## src/rtl/rom_arb_pkg.sv

```systemverilog
// Shared constants and helpers for the rom_arbiter: stats counter width,
// one-hot to binary conversion and the wrapping round-robin search.
package rom_arb_pkg;

  localparam int STAT_W  = 16;
  localparam int MAX_REQ = 8;

  function automatic logic [2:0] onehot_to_idx(input logic [MAX_REQ-1:0] oh);
    logic [2:0] idx;
    idx = '0;
    for (int i = 0; i < MAX_REQ; i++) begin
      if (oh[i]) idx = idx | i[2:0];
    end
    return idx;
  endfunction

  // First set bit of req at or above ptr, wrapping at n-1 back to 0.
  function automatic logic [MAX_REQ-1:0] rr_search(input logic [MAX_REQ-1:0] req,
                                                   input int ptr, input int n);
    logic [MAX_REQ-1:0] gnt;
    logic               found;
    int                 idx;
    gnt   = '0;
    found = 1'b0;
    for (int i = 0; i < MAX_REQ; i++) begin
      if (i < n) begin
        idx = ptr + i;
        if (idx >= n) idx = idx - n;
        if (!found && req[idx[2:0]]) begin
          gnt[idx[2:0]] = 1'b1;
          found         = 1'b1;
        end
      end
    end
    return gnt;
  endfunction

endpackage

```

## src/rtl/rom_arbiter_rr_pick.sv

```systemverilog
// Purely combinational round-robin selector: one-hot grant plus its binary index.
import rom_arb_pkg::*;

module rr_pick #(
  parameter int NUM_REQ = 4,
  parameter int IDX_W   = $clog2(NUM_REQ)
) (
  input  logic [NUM_REQ-1:0] req,
  input  logic [IDX_W-1:0]   ptr,
  output logic [NUM_REQ-1:0] gnt,
  output logic [IDX_W-1:0]   gnt_idx
);

  logic [MAX_REQ-1:0] req_ext;
  logic [MAX_REQ-1:0] gnt_ext;
  logic [2:0]         idx_ext;
  logic               unused_bits;

  always_comb begin
    req_ext              = '0;
    req_ext[NUM_REQ-1:0] = req;
    gnt_ext              = rr_search(req_ext, int'(ptr), NUM_REQ);
    idx_ext              = onehot_to_idx(gnt_ext);
  end

  assign gnt         = gnt_ext[NUM_REQ-1:0];
  assign gnt_idx     = idx_ext[IDX_W-1:0];
  assign unused_bits = ^{gnt_ext, idx_ext};

endmodule

```

## src/rtl/rom_arbiter.sv

```systemverilog
// Round-robin arbiter sharing one registered-output rom among NUM_REQ clients.
// Optional per-requester grant counters when ROM_ARB_STATS_EN is defined.
import rom_arb_pkg::*;

module rom_arbiter #(
  parameter  int NUM_REQ   = 4,
  parameter  int WIDTH     = 8,
  parameter  int DEPTH     = 16,
  localparam int LOG_DEPTH = $clog2(DEPTH),
  localparam int IDX_W     = $clog2(NUM_REQ)
) (
  input  logic                         clk,
  input  logic                         reset,
  input  logic [NUM_REQ-1:0]           req,
  input  logic [NUM_REQ*LOG_DEPTH-1:0] req_addr,
  output logic [NUM_REQ-1:0]           gnt,
  output logic [LOG_DEPTH-1:0]         address,
  input  logic [WIDTH-1:0]             data_in,
  output logic [NUM_REQ-1:0]           rsp_valid,
  output logic [IDX_W-1:0]             rsp_id,
`ifdef ROM_ARB_STATS_EN
  input  logic                         stat_clear,
  output logic [NUM_REQ*STAT_W-1:0]    stat_grants,
`endif
  output logic [WIDTH-1:0]             rsp_data
);

  logic [NUM_REQ-1:0]   pick_gnt;
  logic [IDX_W-1:0]     pick_idx;
  logic [IDX_W-1:0]     ptr;
  logic [IDX_W-1:0]     next_ptr;
  logic [LOG_DEPTH-1:0] addr_sel;
  logic                 xfer;
  logic                 vld_p1, vld_p2;
  logic [IDX_W-1:0]     id_p1, id_p2;

  rr_pick #(.NUM_REQ(NUM_REQ)) u_pick (
    .req     (req),
    .ptr     (ptr),
    .gnt     (pick_gnt),
    .gnt_idx (pick_idx)
  );

  // Grants are suppressed during reset so no transfer is seen while it is held.
  assign gnt  = reset ? '0 : pick_gnt;
  assign xfer = |gnt;

  always_comb begin
    addr_sel = '0;
    for (int i = 0; i < NUM_REQ; i++) begin
      if (gnt[i]) addr_sel = req_addr[i*LOG_DEPTH +: LOG_DEPTH];
    end
  end

  assign next_ptr = (pick_idx == IDX_W'(NUM_REQ - 1)) ? '0 : pick_idx + 1'b1;

  always_ff @(posedge clk or posedge reset) begin
    if (reset) begin
      ptr       <= '0;
      address   <= '0;
      vld_p1    <= 1'b0;
      id_p1     <= '0;
      vld_p2    <= 1'b0;
      id_p2     <= '0;
      rsp_valid <= '0;
      rsp_id    <= '0;
      rsp_data  <= '0;
    end else begin
      // Stage 0 -> 1: transfer edge, rom address registered
      vld_p1 <= xfer;
      if (xfer) begin
        ptr     <= next_ptr;
        address <= addr_sel;
        id_p1   <= pick_idx;
      end
      // Stage 1 -> 2: rom samples address, data_in valid afterwards
      vld_p2 <= vld_p1;
      id_p2  <= id_p1;
      // Stage 2 -> response: capture rom data and tag it
      rsp_valid <= vld_p2 ? (NUM_REQ'(1) << id_p2) : '0;
      if (vld_p2) begin
        rsp_id   <= id_p2;
        rsp_data <= data_in;
      end
    end
  end

`ifdef ROM_ARB_STATS_EN
  logic [STAT_W-1:0] grant_cnt [NUM_REQ];

  always_ff @(posedge clk or posedge reset) begin
    if (reset) begin
      for (int i = 0; i < NUM_REQ; i++) grant_cnt[i] <= '0;
    end else if (stat_clear) begin
      for (int i = 0; i < NUM_REQ; i++) grant_cnt[i] <= '0;
    end else begin
      for (int i = 0; i < NUM_REQ; i++) begin
        if (gnt[i] && (grant_cnt[i] != '1)) grant_cnt[i] <= grant_cnt[i] + 1'b1;
      end
    end
  end

  for (genvar g = 0; g < NUM_REQ; g++) begin : g_stat
    assign stat_grants[g*STAT_W +: STAT_W] = grant_cnt[g];
  end
`endif

endmodule

```

## config.mk

```make
export PLATFORM = sky130hd
export DESIGN_NAME = rom_arbiter
export DESIGN_NICKNAME = d
export VERILOG_FILES = /design/src/rtl/rom_arb_pkg.sv /design/src/rtl/rom_arbiter_rr_pick.sv /design/src/rtl/rom_arbiter.sv
export SDC_FILE = /design/constraint.sdc
export NUM_CORES = 1
export LEC_CHECK = 0
export BUFFER_PORTS_ARGS = -buffer_cell sky130_fd_sc_hd__buf_4
export CAP_MARGIN = 25
export CORE_UTILIZATION = 41
export DETAILED_ROUTE_END_ITERATION = 10
export GPL_TIMING_DRIVEN = 0
export PLACE_DENSITY_LB_ADDON = 0.08
export RECOVER_POWER = 50
export SYNTH_ARGS = -nofsm -noshare
export SYNTH_HDL_FRONTEND = slang
export SYNTH_SLANG_ARGS = --single-unit
```

## constraint.sdc

```tcl
create_clock -name clk -period 6.8 [get_ports clk]
set_input_delay 0.34 -clock clk [delete_from_list [all_inputs] [get_ports clk]]
set_output_delay 0.34 -clock clk [all_outputs]
set_load 0.02 [all_outputs]
```

==> impl_results.md, run 1 <==
- Outcome: completed
- Ys Warns: 0
- Post-synth EDFFs: 0
- # rows: 22
- Syn_nets: 177
- Vias per cell: 5.26
- Initial antenna violation count: 0
- RSZ-0062 raised after global routing: false
- DRC Markers: 0
- Worst slew margin: 12.2%
- N_diodes: 0
- Post-CTS Setup Bufs: 0
- Post-CTS sizing: 0
- Max stage delay on crit path: 500 ps
- Met3 routed WL: 92 um
- Largest area contributor in the netlist: dfrtp_1
- Cell family with most CP delay: compound AO/OA/AOI/OAI gates
- MaxCap Viol Count: 0
- Cts bufs inserted: 3
- CP max-delay cell: a31oi_2
- DIE AREA: 4180 um2
- GPL Wtd Cong: 0.948
- Root Buffer: clkbuf_8
- Mapped Cells: 139
- Post-Syn Area: 1610 um2
- Worst EP arrival: 3150 ps
- Die width: 64.7 um
- Nets@finish: 233
- Number of fill cells: 334
- Skew-Pair Late Insertion Delay: 260 ps
- DRT met1 WL: 1.45 mm
- Post-route clock period utilization: 51.3%
- Layout area overhead: 29.8%
- Area of the core: 3720 um2
- Metal2 WL: 1.68 mm
- Final WS setup: 3310 ps
- Design area: 2090 um2
- Global Route Usage Sum: 15.8%
- I/O pins: 52
- Top-count cell post-synth: dfrtp_1
- Flops & latches, synth: 26
- R2R setup slack: 3310 ps
- Setup tns final: 0 ps
- Critical path cell sequence: buf_6 -> inv_1 -> ha_1 -> and3b_4 -> a2111oi_2 -> nand3_1 -> a31oi_2 -> buf_4
- Top layer used by detailed routing: met3
- Longest Clk Path Bufs: 2
- Vias in the first global route: 1209
- Syn_area_per_cell: 11.6 um2
- Post-synth ARST share: 100%
- Hold endpoint: rsp_data[3]$_DFFE_PP0P_
- Grt ovf: 0
- Overall routed net length: 3.22 mm
- Hold depth: 2
- Peak VDD IR: 0.244 mV
- Remaining antenna violation count: 0
- Largest net degree at the start of global routing: 28
- Initial detailed-routing violation count: 50
- DP Area: 2050 um2
- Worst-Margin Slew: 1320 ps
- DIE HEIGHT: 64.7 um
- Hold_sp: data_in[3]
- Setup CP Type: register to primary output
- Reg-to-reg startpoint: ptr[0]$_DFFE_PP0P_
- Worst R2R Path Depth: 11
- Clock Sink Count: 26
- R2r endpoint: address[3]$_DFFE_PP0P_
- Final setup fails: 0
- Yosys cell types: 44
- Final hold violation count: 0
- Crit Path Max Fanout: 10
- Initial core utilization: 43.3%
- I/O Buffers: 50
- Fraction of layout cells with a size suffix above 1: 41.2%
- Endpoint class of the critical path: primary output
- Sequential-to-total area share from yosys stat: 40.4%
- Hold Crit Class: input port to register
- Via Count: 1272
- Hold Buf Count CTS: 0
- Post-route minimum period: 3490 ps
- Pre-antenna DRT Iters: 4
- Max Fclk: 287 MHz
- Global-route wire length before repair: 5.26 mm
- H-tree levels: 1
- Ranking of synthesized cells by area: dfrtp_1 40%, mux2_4 7.5%, mux2_2 6.3%, ha_1 6.2%, nor2b_1 3.1%
- Required time of the worst setup path: 6460 ps
- PwrDens: 524 nW/um2
- Post-synth top area share: 40.4%
- Final max-slew violation count: 0
- Lkg Pwr: 0.000996 uW
- Fin Clk Skew: 1.61 ps
- Clock-pin slew on the worst setup and hold paths: 80 ps
- CTS tree: yes
- DR WL/cell: 13.3 um
- WP buf/inv: 3
- Placement Setup Slack: 3300 ps
- Top FF cell, synth: dfrtp_1
- Leading post-synthesis cells by instance count: 26 x dfrtp_1, 10 x nand2_1, 9 x mux2_2
- Post-DP HPWL: 2.55 mm
- Startpoint Class: register
-- per-stage QoR --
stage / utilization, % / power [uW] / hold slack [ps] / std cells
finish: 56.2 / 1090 / 307 / 242
global placement: 55.1 / 1000 / 333 / 237
global route: 56.2 / 1170 / 304 / 242
CTS: 56.5 / 1110 / 302 / 241
floorplan: - / 822 / 331 / 139
detailed placement: 55.1 / 1020 / 351 / 237
-- cell usage in the layout, fill, tap and decap left out, types with 2 or more instances in the layout --
cell type,instances
nand3_1,2
and3_1,2
inv_1,6
nand2b_1,5
nor4b_1,2
nand2_1,10
or2_1,2
clkbuf_1,7
nor2_1,6
dfrtp_1,26
mux2_4,8
ha_1,8
clkbuf_8,4
o21ai_0,2
a221oi_1,5
mux4_2,2
nor2b_1,8
o31ai_1,5
mux2_2,9
mux2i_1,4
buf_4,46
-- worst max-delay path by stage --
stage	from	to	cells after the start
after detailed placement	ptr[0]$_DFFE_PP0P_	address[0]$_DFFE_PP0P_	11
after floorplan	ptr[0]$_DFFE_PP0P_	address[0]$_DFFE_PP0P_	11
after global placement	ptr[0]$_DFFE_PP0P_	id_p1[0]$_DFFE_PP0P_	11
after CTS	ptr[0]$_DFFE_PP0P_	id_p1[0]$_DFFE_PP0P_	11
final	ptr[0]$_DFFE_PP0P_	gnt[2]	8
after global routing	ptr[0]$_DFFE_PP0P_	gnt[2]	8
-- registers in the layout, indices dropped and copies added, names as in the netlist --
signal	count
vld_p2	1
ptr	2
rsp_valid	4
rsp_id	2
rsp_data	8
id_p1	2
vld_p1	1
id_p2	2
address	4
-- report_power, final --
part	total (uW)	internal (uW)	switching, uW
Clock	93.5	51.6	42.0
Combinational	723	360	362
Sequential	278	229	49.3
Total	1090	641	454
-- metal layers --
metal  vias to the layer above  global-route usage [%]
li1                        622                       -
met2                        29                    28.0
met1                       621                    20.0
met4                         0                    6.39
met5                         -                       0
met3                         0                   0.704
-- area by class of cell --
cell class	instances	area, um2	area share [%]
Inverter	7	26.3	1.26
Sequential cell	26	651	31.1
Clock buffer	4	55.1	2.63
Multi-Input combinational cell	102	910	43.5
Timing Repair Buffer	51	364	17.4
Buffer	4	23.8	1.14
Tap cell	48	60.1	2.87
-- cell families after synthesis --
logic type / synth area share, %
AO/OA/AOI/OAI: 12.2
XOR/XNOR: 0.544
adder cells (fa/ha/maj): 6.22
buffers and inverters: 3.11
flip-flops: 40.4
multiplexers: 19.0
AND/OR/NAND/NOR: 18.5
(Power assumes the default switching activity.)
==> run 2: changes to the inputs <==
--- a/config.mk
+++ b/config.mk
@@ -5,6 +5,7 @@
 export SDC_FILE = /design/constraint.sdc
 export NUM_CORES = 1
 export LEC_CHECK = 0
+export ABC_AREA = 1
 export BUFFER_PORTS_ARGS = -buffer_cell sky130_fd_sc_hd__buf_4
 export CAP_MARGIN = 25
 export CORE_UTILIZATION = 41
==> constraint.sdc (replaced) <==
create_clock -name clk -period 2.8 [get_ports clk]
set_input_delay 0.14 -clock clk [delete_from_list [all_inputs] [get_ports clk]]
set_output_delay 0.14 -clock clk [all_outputs]
set_load 0.02 [all_outputs]
==> impl_results.md, run 2 <==
- WP buf/inv: 5 (+2)
- Sw Share: 51.8% (+10 points)
- Comb pwr share: 69.3% (+3.3 points)
- CP max-delay cell: dfrtp_2
- Die width: 66.8 um (+3.2%)
- Overall routed net length: 3.31 mm (+2.8%)
- Setup CP Type: register to primary output
- Worst-Margin Slew: 1330 ps (+15.6 ps)
- Clock power frac: 7.0% (-1.5 points)
- Post-route clock period utilization: 90.2%
- Failing checks: design-rule violations
- CTS tree: yes
- Max Fclk: 396 MHz
- Vias in the first global route: 1315 (+8.8%)
- Largest net degree at the start of global routing: 27 (-3.6%)
- Layout area overhead: 26.7%
- DR WL/cell: 9.85 um (-26%)
- Via Count: 1492 (+17%)
- PwrDens: 1320 nW/um2 (+150%)
- # rows: 23 (+4.5%)
- Commonest non-fill, non-tap cells in the layout: 84 x nand2_1, 43 x buf_4, 24 x dfrtp_1
- Max reg flops: 8 (unchanged)
- I/O pins: 52 (unchanged)
- Max stage delay on crit path: 470 ps (-30 ps)
- Post-synth top area share: 37.8% (-2.6 points)
- P_int: 1380 uW (+120%)
- Outcome: finished with violations
- N_diodes: 0 (unchanged)
- Post-Syn Area: 1720 um2 (+6.8%)
- Nets@finish: 326 (+40%)
- Fraction of layout cells with a size suffix above 1: 34.6% (-6.6 points)
- Gr busiest metal: met2
- Largest area contributor in the netlist: dfrtp_1
- Endpoint class of the critical path: primary output
- DIE HEIGHT: 66.8 um (+3.2%)
- Longest Clk Path Bufs: 2 (unchanged)
- Flops & latches, synth: 26 (unchanged)
- Final setup fails: 0 (unchanged)
- Global-route wire length before repair: 5.51 mm (+4.7%)
- Global Route Usage Sum: 15.7% (-0.061 points)
- Area of the core: 4000 um2 (+7.6%)
- Initial antenna violation count: 0 (unchanged)
- Root Buffer: clkbuf_8
- Post-synth EDFFs: 0 (unchanged)
- Worst slew margin: 11.1% (-1.0 points)
- I/O Buffers: 51 (+2.0%)
- Top-count cell post-synth: nand2_1
- Crit Path Max Fanout: 8 (-2)
- Post-synth ARST share: 100% (unchanged)
- Ranking of synthesized cells by area: dfrtp_1 38%, nand2_1 18%, nand2_2 6.6%, ha_1 5.8%, nand3_1 4.9%
- Critical path cell sequence: inv_1 -> ha_1 -> inv_1 -> nand3_1 -> nand2_1 -> nor2_2 -> nand3_1 -> nand2_1 -> clkinv_1 -> nand3_2 -> nand2_2 -> inv_2 -> buf_4
- H-tree levels: 1 (unchanged)
- Cell family with most CP delay: simple AND/OR/NAND/NOR gates
- DP Area: 2180 um2 (+6.8%)
- Skew-Pair Late Insertion Delay: 260 ps (about the same)
- Switching pwr: 1490 uW (+230%)
- Post-DP HPWL: 2.61 mm (+2.3%)
- Hold Crit Class: input port to register
- Sequential-to-total area share from yosys stat: 37.8% (-2.6 points)
- WHS: 65.7 ps (-241 ps)
- Pre-antenna DRT Iters: 7 (+3)
- Post-route minimum period: 2530 ps
- Leading post-synthesis cells by instance count: 84 x nand2_1, 26 x dfrtp_1, 22 x inv_1
- Initial detailed-routing violation count: 48 (-4.0%)
- DIE AREA: 4460 um2 (+6.6%)
- Required time of the worst setup path: 2660 ps (-3800 ps)
- Design area: 2180 um2 (+4.3%)
- GR Util met3: 1.71% (+1.0 points)
- Syn_nets: 269 (+52%)
- Lkg Pwr: 0.00123 uW (+23%)
- Initial core utilization: 43.0% (-0.36 points)
- Yosys cell types: 23 (-48%)
- Vias per cell: 4.44 (-16%)
- Fin Clk Skew: 2.74 ps (+1.13 ps)
- Clock Sink Count: 26 (unchanged)
- Peak VDD IR: 0.685 mV (+180%)
- Most common cell after layout, fill and taps aside: nand2_1
- MaxCap Viol Count: 0 (unchanged)
- Remaining antenna violation count: 0 (unchanged)
- GPL Wtd Cong: 0.760 (-20%)
- Startpoint Class: register
- Syn_area_per_cell: 7.44 um2 (-36%)
- Clock-pin slew on the worst setup and hold paths: 80 ps (about the same)
- Cts bufs inserted: 3 (unchanged)
- Part of the power in registers: 23.7% (-1.7 points)
- Setup tns final: 0 ps (unchanged)
- Worst EP arrival: 2390 ps (-760 ps)
- Final hold violation count: 0 (unchanged)
- Met1 Resource Use GR: 21.0% (+0.99 points)
- Most flops, register: rsp_data
- Grt ovf: 0 (unchanged)
- Mapped Cells: 231 (+66%)
- DRC Markers: 2 (+2)
- Largest regs: rsp_data (8), address (4), rsp_valid (4)
- Top FF cell, synth: dfrtp_1
- Ys Warns: 0 (unchanged)
- GR Util met2: 26.4% (-1.6 points)
- R2R setup slack: 400 ps (-2910 ps)
- Final max-slew violation count: 0 (unchanged)
- RSZ-0062 raised after global routing: false
[run 2: worst reg2reg max path: cells and delay by family, from the launching register on]
kind / cells / cell delay (ps)
AND/OR/NAND/NOR: 10 / 970
flip-flops: 1 / 470
AO/OA/AOI/OAI: 1 / 40
adder cells (fa/ha/maj): 1 / 360
buffers and inverters: 4 / 440
[run 2: power by group through the flow]
stage / Sequential, uW / Clock [uW] / Combinational (uW)
after floorplan: 809 / 0 / 1410
after CTS: 679 / 206 / 2060
after detailed placement: 687 / 0 / 2050
final: 681 / 201 / 1990
after global placement: 681 / 0 / 2020
after global routing: 706 / 217 / 2260
[run 2: logic make-up after synthesis]
family	after synthesis	synth area share (%)
buffers and inverters	36	8.73
DFF	26	37.8
adders and majority gates	8	5.82
AOI/OAI and AO/OA	5	2.33
and+or+nand+nor	156	45.3
[run 2: what timing repair did]
item	4_1_cts	5_1_grt
resized for setup	0	2
buffers inserted	0	0
setup endpoints to repair	0	6
hold buffers	0	0
[run 2: final cells by class]
type	instances	area, um2
well taps	50	62.6
repair buffers	52	353
flip-flops and latches	26	653
fillers	431	1820
plain buffers	4	30.0
clock buffers	3	41.3
inverters	32	120
multi-input cells	169	918
[run 2: worst paths after layout]
| check | depth (start not counted) | to | start |
|---|---|---|---|
| min in group asynchronous | 3 | vld_p1$_DFF_PP0_ | reset |
| min | 3 | rsp_data[6]$_DFFE_PP0P_ | data_in[6] |
| max in group asynchronous | 3 | ptr[1]$_DFFE_PP0P_ | reset |
| max reg2reg | 16 | id_p1[1]$_DFFE_PP0P_ | ptr[1]$_DFFE_PP0P_ |
| max | 13 | gnt[2] | ptr[1]$_DFFE_PP0P_ |
| min reg2reg | 0 | vld_p2$_DFF_PP0_ | vld_p1$_DFF_PP0_ |
[run 2: per-stage QoR]
step | setup slack [ps] | cells | utilization (%) | total power, uW
6_report | 274 | 336 | 54.5 | 2870
5_1_grt | 57.6 | 336 | 54.5 | 3180
4_1_cts | 153 | 336 | 55.6 | 2940
3_5_place_dp | 289 | 333 | 54.6 | 2730
3_3_place_gp | 287 | 332 | 54.1 | 2700
2_1_floorplan | 545 | 231 | - | 2210
[run 2: metal layers]
layer  part of all wire [%]  up-vias
met5                      0        -
met4                   0.33        0
met3                    4.2        2
met2                     48       34
met1                     48      648
li1                       -      808
==> run 3: changes to the inputs <==
--- a/config.mk
+++ b/config.mk
@@ -8,7 +8,7 @@
 export ABC_AREA = 1
 export BUFFER_PORTS_ARGS = -buffer_cell sky130_fd_sc_hd__buf_4
 export CAP_MARGIN = 25
-export CORE_UTILIZATION = 41
+export CORE_UTILIZATION = 40
 export DETAILED_ROUTE_END_ITERATION = 10
 export GPL_TIMING_DRIVEN = 0
 export PLACE_DENSITY_LB_ADDON = 0.08
==> constraint.sdc (replaced) <==
create_clock -name clk -period 2.5 [get_ports clk]
set_input_delay 0.125 -clock clk [delete_from_list [all_inputs] [get_ports clk]]
set_output_delay 0.125 -clock clk [all_outputs]
set_load 0.02 [all_outputs]
==> impl_results.md, run 3 (same netlist as run 2, synthesis figures left out) <==
- Outcome: completed
- Remaining antenna violation count: 0 (unchanged)
- Endpoint class of the critical path: primary output
- Peak VDD IR: 0.671 mV (-2.0%)
- Die width: 67.6 um (+1.2%)
- Root Buffer: clkbuf_8
- Reg-to-reg startpoint: ptr[0]$_DFFE_PP0P_
- Worst-Margin Slew: 1320 ps (-8.31 ps)
- GPL Wtd Cong: 0.760 (about the same)
- Max stage delay on crit path: 390 ps (-80 ps)
- Global-route wire length before repair: 5.51 mm (unchanged)
- Global Route Usage Sum: 15.6% (-0.18 points)
- CTS tree: yes
- CP max-delay cell: dfrtp_2
- Vias in the first global route: 1308 (-0.53%)
- Area of the core: 4060 um2 (+1.4%)
- Startpoint Class: register
- Critical Path Source: ptr[1]$_DFFE_PP0P_
- Clock-pin slew on the worst setup and hold paths: 80 ps (about the same)
- I/O Buffers: 51 (unchanged)
- Setup tns final: 0 ps (unchanged)
- Lkg Pwr: 0.00126 uW (+3.0%)
- Pre-antenna DRT Iters: 4 (-3)
- Crit Path Max Fanout: 6 (-2)
- Post-Route Utilization: 55.8% (+1.4 points)
- Overall routed net length: 3.33 mm (+0.63%)
- Storage cell area: 653 um2 (unchanged)
- Most common cell after layout, fill and taps aside: nand2_1
- DIE AREA: 4560 um2 (+2.4%)
- PwrDens: 1490 nW/um2 (+13%)
- Max reg flops: 8 (unchanged)
- H-tree levels: 1 (unchanged)
- Initial core utilization: 42.4% (-0.61 points)
- Largest net degree at the start of global routing: 27 (unchanged)
- MaxCap Viol Count: 0 (unchanged)
- N_diodes: 0 (unchanged)
- Worst R2R Path Depth: 19 (+3)
- Required time of the worst setup path: 2380 ps (-280 ps)
- Layout area overhead: 31.7%
- DR WL/cell: 9.71 um (-1.4%)
- Final max-slew violation count: 0 (unchanged)
- DIE HEIGHT: 67.6 um (+1.2%)
- Hold_sp: data_in[0]
- Fin Clk Skew: 1.60 ps (-1.14 ps)
- Final hold violation count: 0 (unchanged)
- Setup CP Type: register to primary output
- DP Area: 2180 um2 (unchanged)
- Multi-input gate area: 938 um2 (+2.2%)
- Most flops, register: rsp_data
- Cts bufs inserted: 3 (unchanged)
- Post-DP HPWL: 2.53 mm (-3.0%)
- Max Fclk: 433 MHz
- Hold Crit Class: input port to register
- Crit path to: gnt[2]
- Initial detailed-routing violation count: 78 (+63%)
- Nets@finish: 332 (+1.8%)
- Worst slew margin: 11.7% (+0.55 points)
- Critical path cell sequence: clkinvlp_4 -> ha_4 -> inv_1 -> nand3_1 -> nand2_1 -> nor2_4 -> nand3_1 -> nand2_1 -> clkinv_1 -> nand3_2 -> nand2_2 -> inv_2 -> buf_4
- I/O pins: 52 (unchanged)
- Post-route clock period utilization: 92.4%
- # rows: 23 (unchanged)
- Final setup fails: 0 (unchanged)
- Vias per cell: 4.43 (-0.14%)
- R2R setup slack: 270 ps (-130 ps)
- Largest regs: rsp_data (8), address (4), rsp_valid (4)
- Skew-Pair Late Insertion Delay: 260 ps (about the same)
- Design area: 2260 um2 (+4.0%)
- DRC Markers: 0 (-2)
- R2r endpoint: address[0]$_DFFE_PP0P_
- Number of fill cells: 407 (-5.6%)
- Clock Sink Count: 26 (unchanged)
- Grt ovf: 0 (unchanged)
- Via Count: 1521 (+1.9%)
- Fraction of layout cells with a size suffix above 1: 37.5% (+2.9 points)
- Commonest non-fill, non-tap cells in the layout: 84 x nand2_1, 50 x buf_4, 24 x dfrtp_1
- Post-route minimum period: 2310 ps
- Initial antenna violation count: 0 (unchanged)
- Worst EP arrival: 2190 ps (-200 ps)
- Longest Clk Path Bufs: 2 (unchanged)
run 3: cell count changes in the layout (fill, tap and decap cells not counted):
cell	delta
buf_4	+7
ha_4	+1
nor2_4	+1
ha_1	-2
nor2_2	-1
inv_1	-1
clkinvlp_4	+1
clkbuf_1	-1
clkbuf_8	+1
ha_2	+1
run 3: layout make-up:
| cell class | count | share of cell area [%] |
|---|---|---|
| well taps | 50 | 2.76 |
| clock buffers | 4 | 2.43 |
| repair buffers | 58 | 17.7 |
| plain buffers | 4 | 1.33 |
| multi-input cells | 169 | 41.4 |
| flip-flops and latches | 26 | 28.8 |
| inverters | 32 | 5.47 |
run 3: stage by stage:
step / instances / hold slack, ps / total power, uW / setup slack, ps
floorplan: 231 / 103 / 2480 / 245
global placement: 332 / 324 / 3040 / -48.0
detailed placement: 333 / 322 / 3060 / -42.2
CTS: 339 / 29.4 / 3360 / 101
global route: 343 / 51.5 / 3720 / -8.57
finish: 343 / 60.6 / 3370 / 190
run 3: critical path, delay by kind of cell (launching register included):
family                     cells  cell delay (ps)
adders and majority gates      1              300
buffers and inverters          5              500
DFF                            1              390
and+or+nand+nor                7              740
run 3: what timing repair did:
action	CTS	global route
endpoints found under the setup margin	12	7
setup buffers	2	4
hold buffers	0	0
gates resized for setup	2	4
pin swaps	0	1
run 3: layer usage:
| metal | wire, um | vias to the layer above | track usage, % |
|---|---|---|---|
| met5 | 0 | - | 0 |
| met4 | 9 | 0 | 3.19 |
| met3 | 181 | 2 | 2.36 |
| met2 | 1550 | 41 | 25.7 |
| met1 | 1590 | 649 | 21.2 |
| li1 | - | 829 | - |
run 3: power by group:
| group | leakage, uW | total (uW) | internal (uW) | switching (uW) |
|---|---|---|---|---|
| combinational | 0.000911 | 2380 | 906 | 1480 |
| sequential | 0.000323 | 726 | 627 | 99.1 |
| clock | 0.0000288 | 259 | 140 | 119 |
| total | 0.00126 | 3370 | 1670 | 1700 |
run 3: how the worst min path moves through the flow:
stage	end	slack [ps]	cells past startpoint
2_1_floorplan	address[0]$_DFFE_PP0P_	100	1
3_3_place_gp	rsp_data[6]$_DFFE_PP0P_	320	3
3_5_place_dp	address[1]$_DFFE_PP0P_	320	3
4_1_cts	address[1]$_DFFE_PP0P_	30	3
5_1_grt	rsp_data[0]$_DFFE_PP0P_	50	3
6_report	rsp_data[0]$_DFFE_PP0P_	60	3
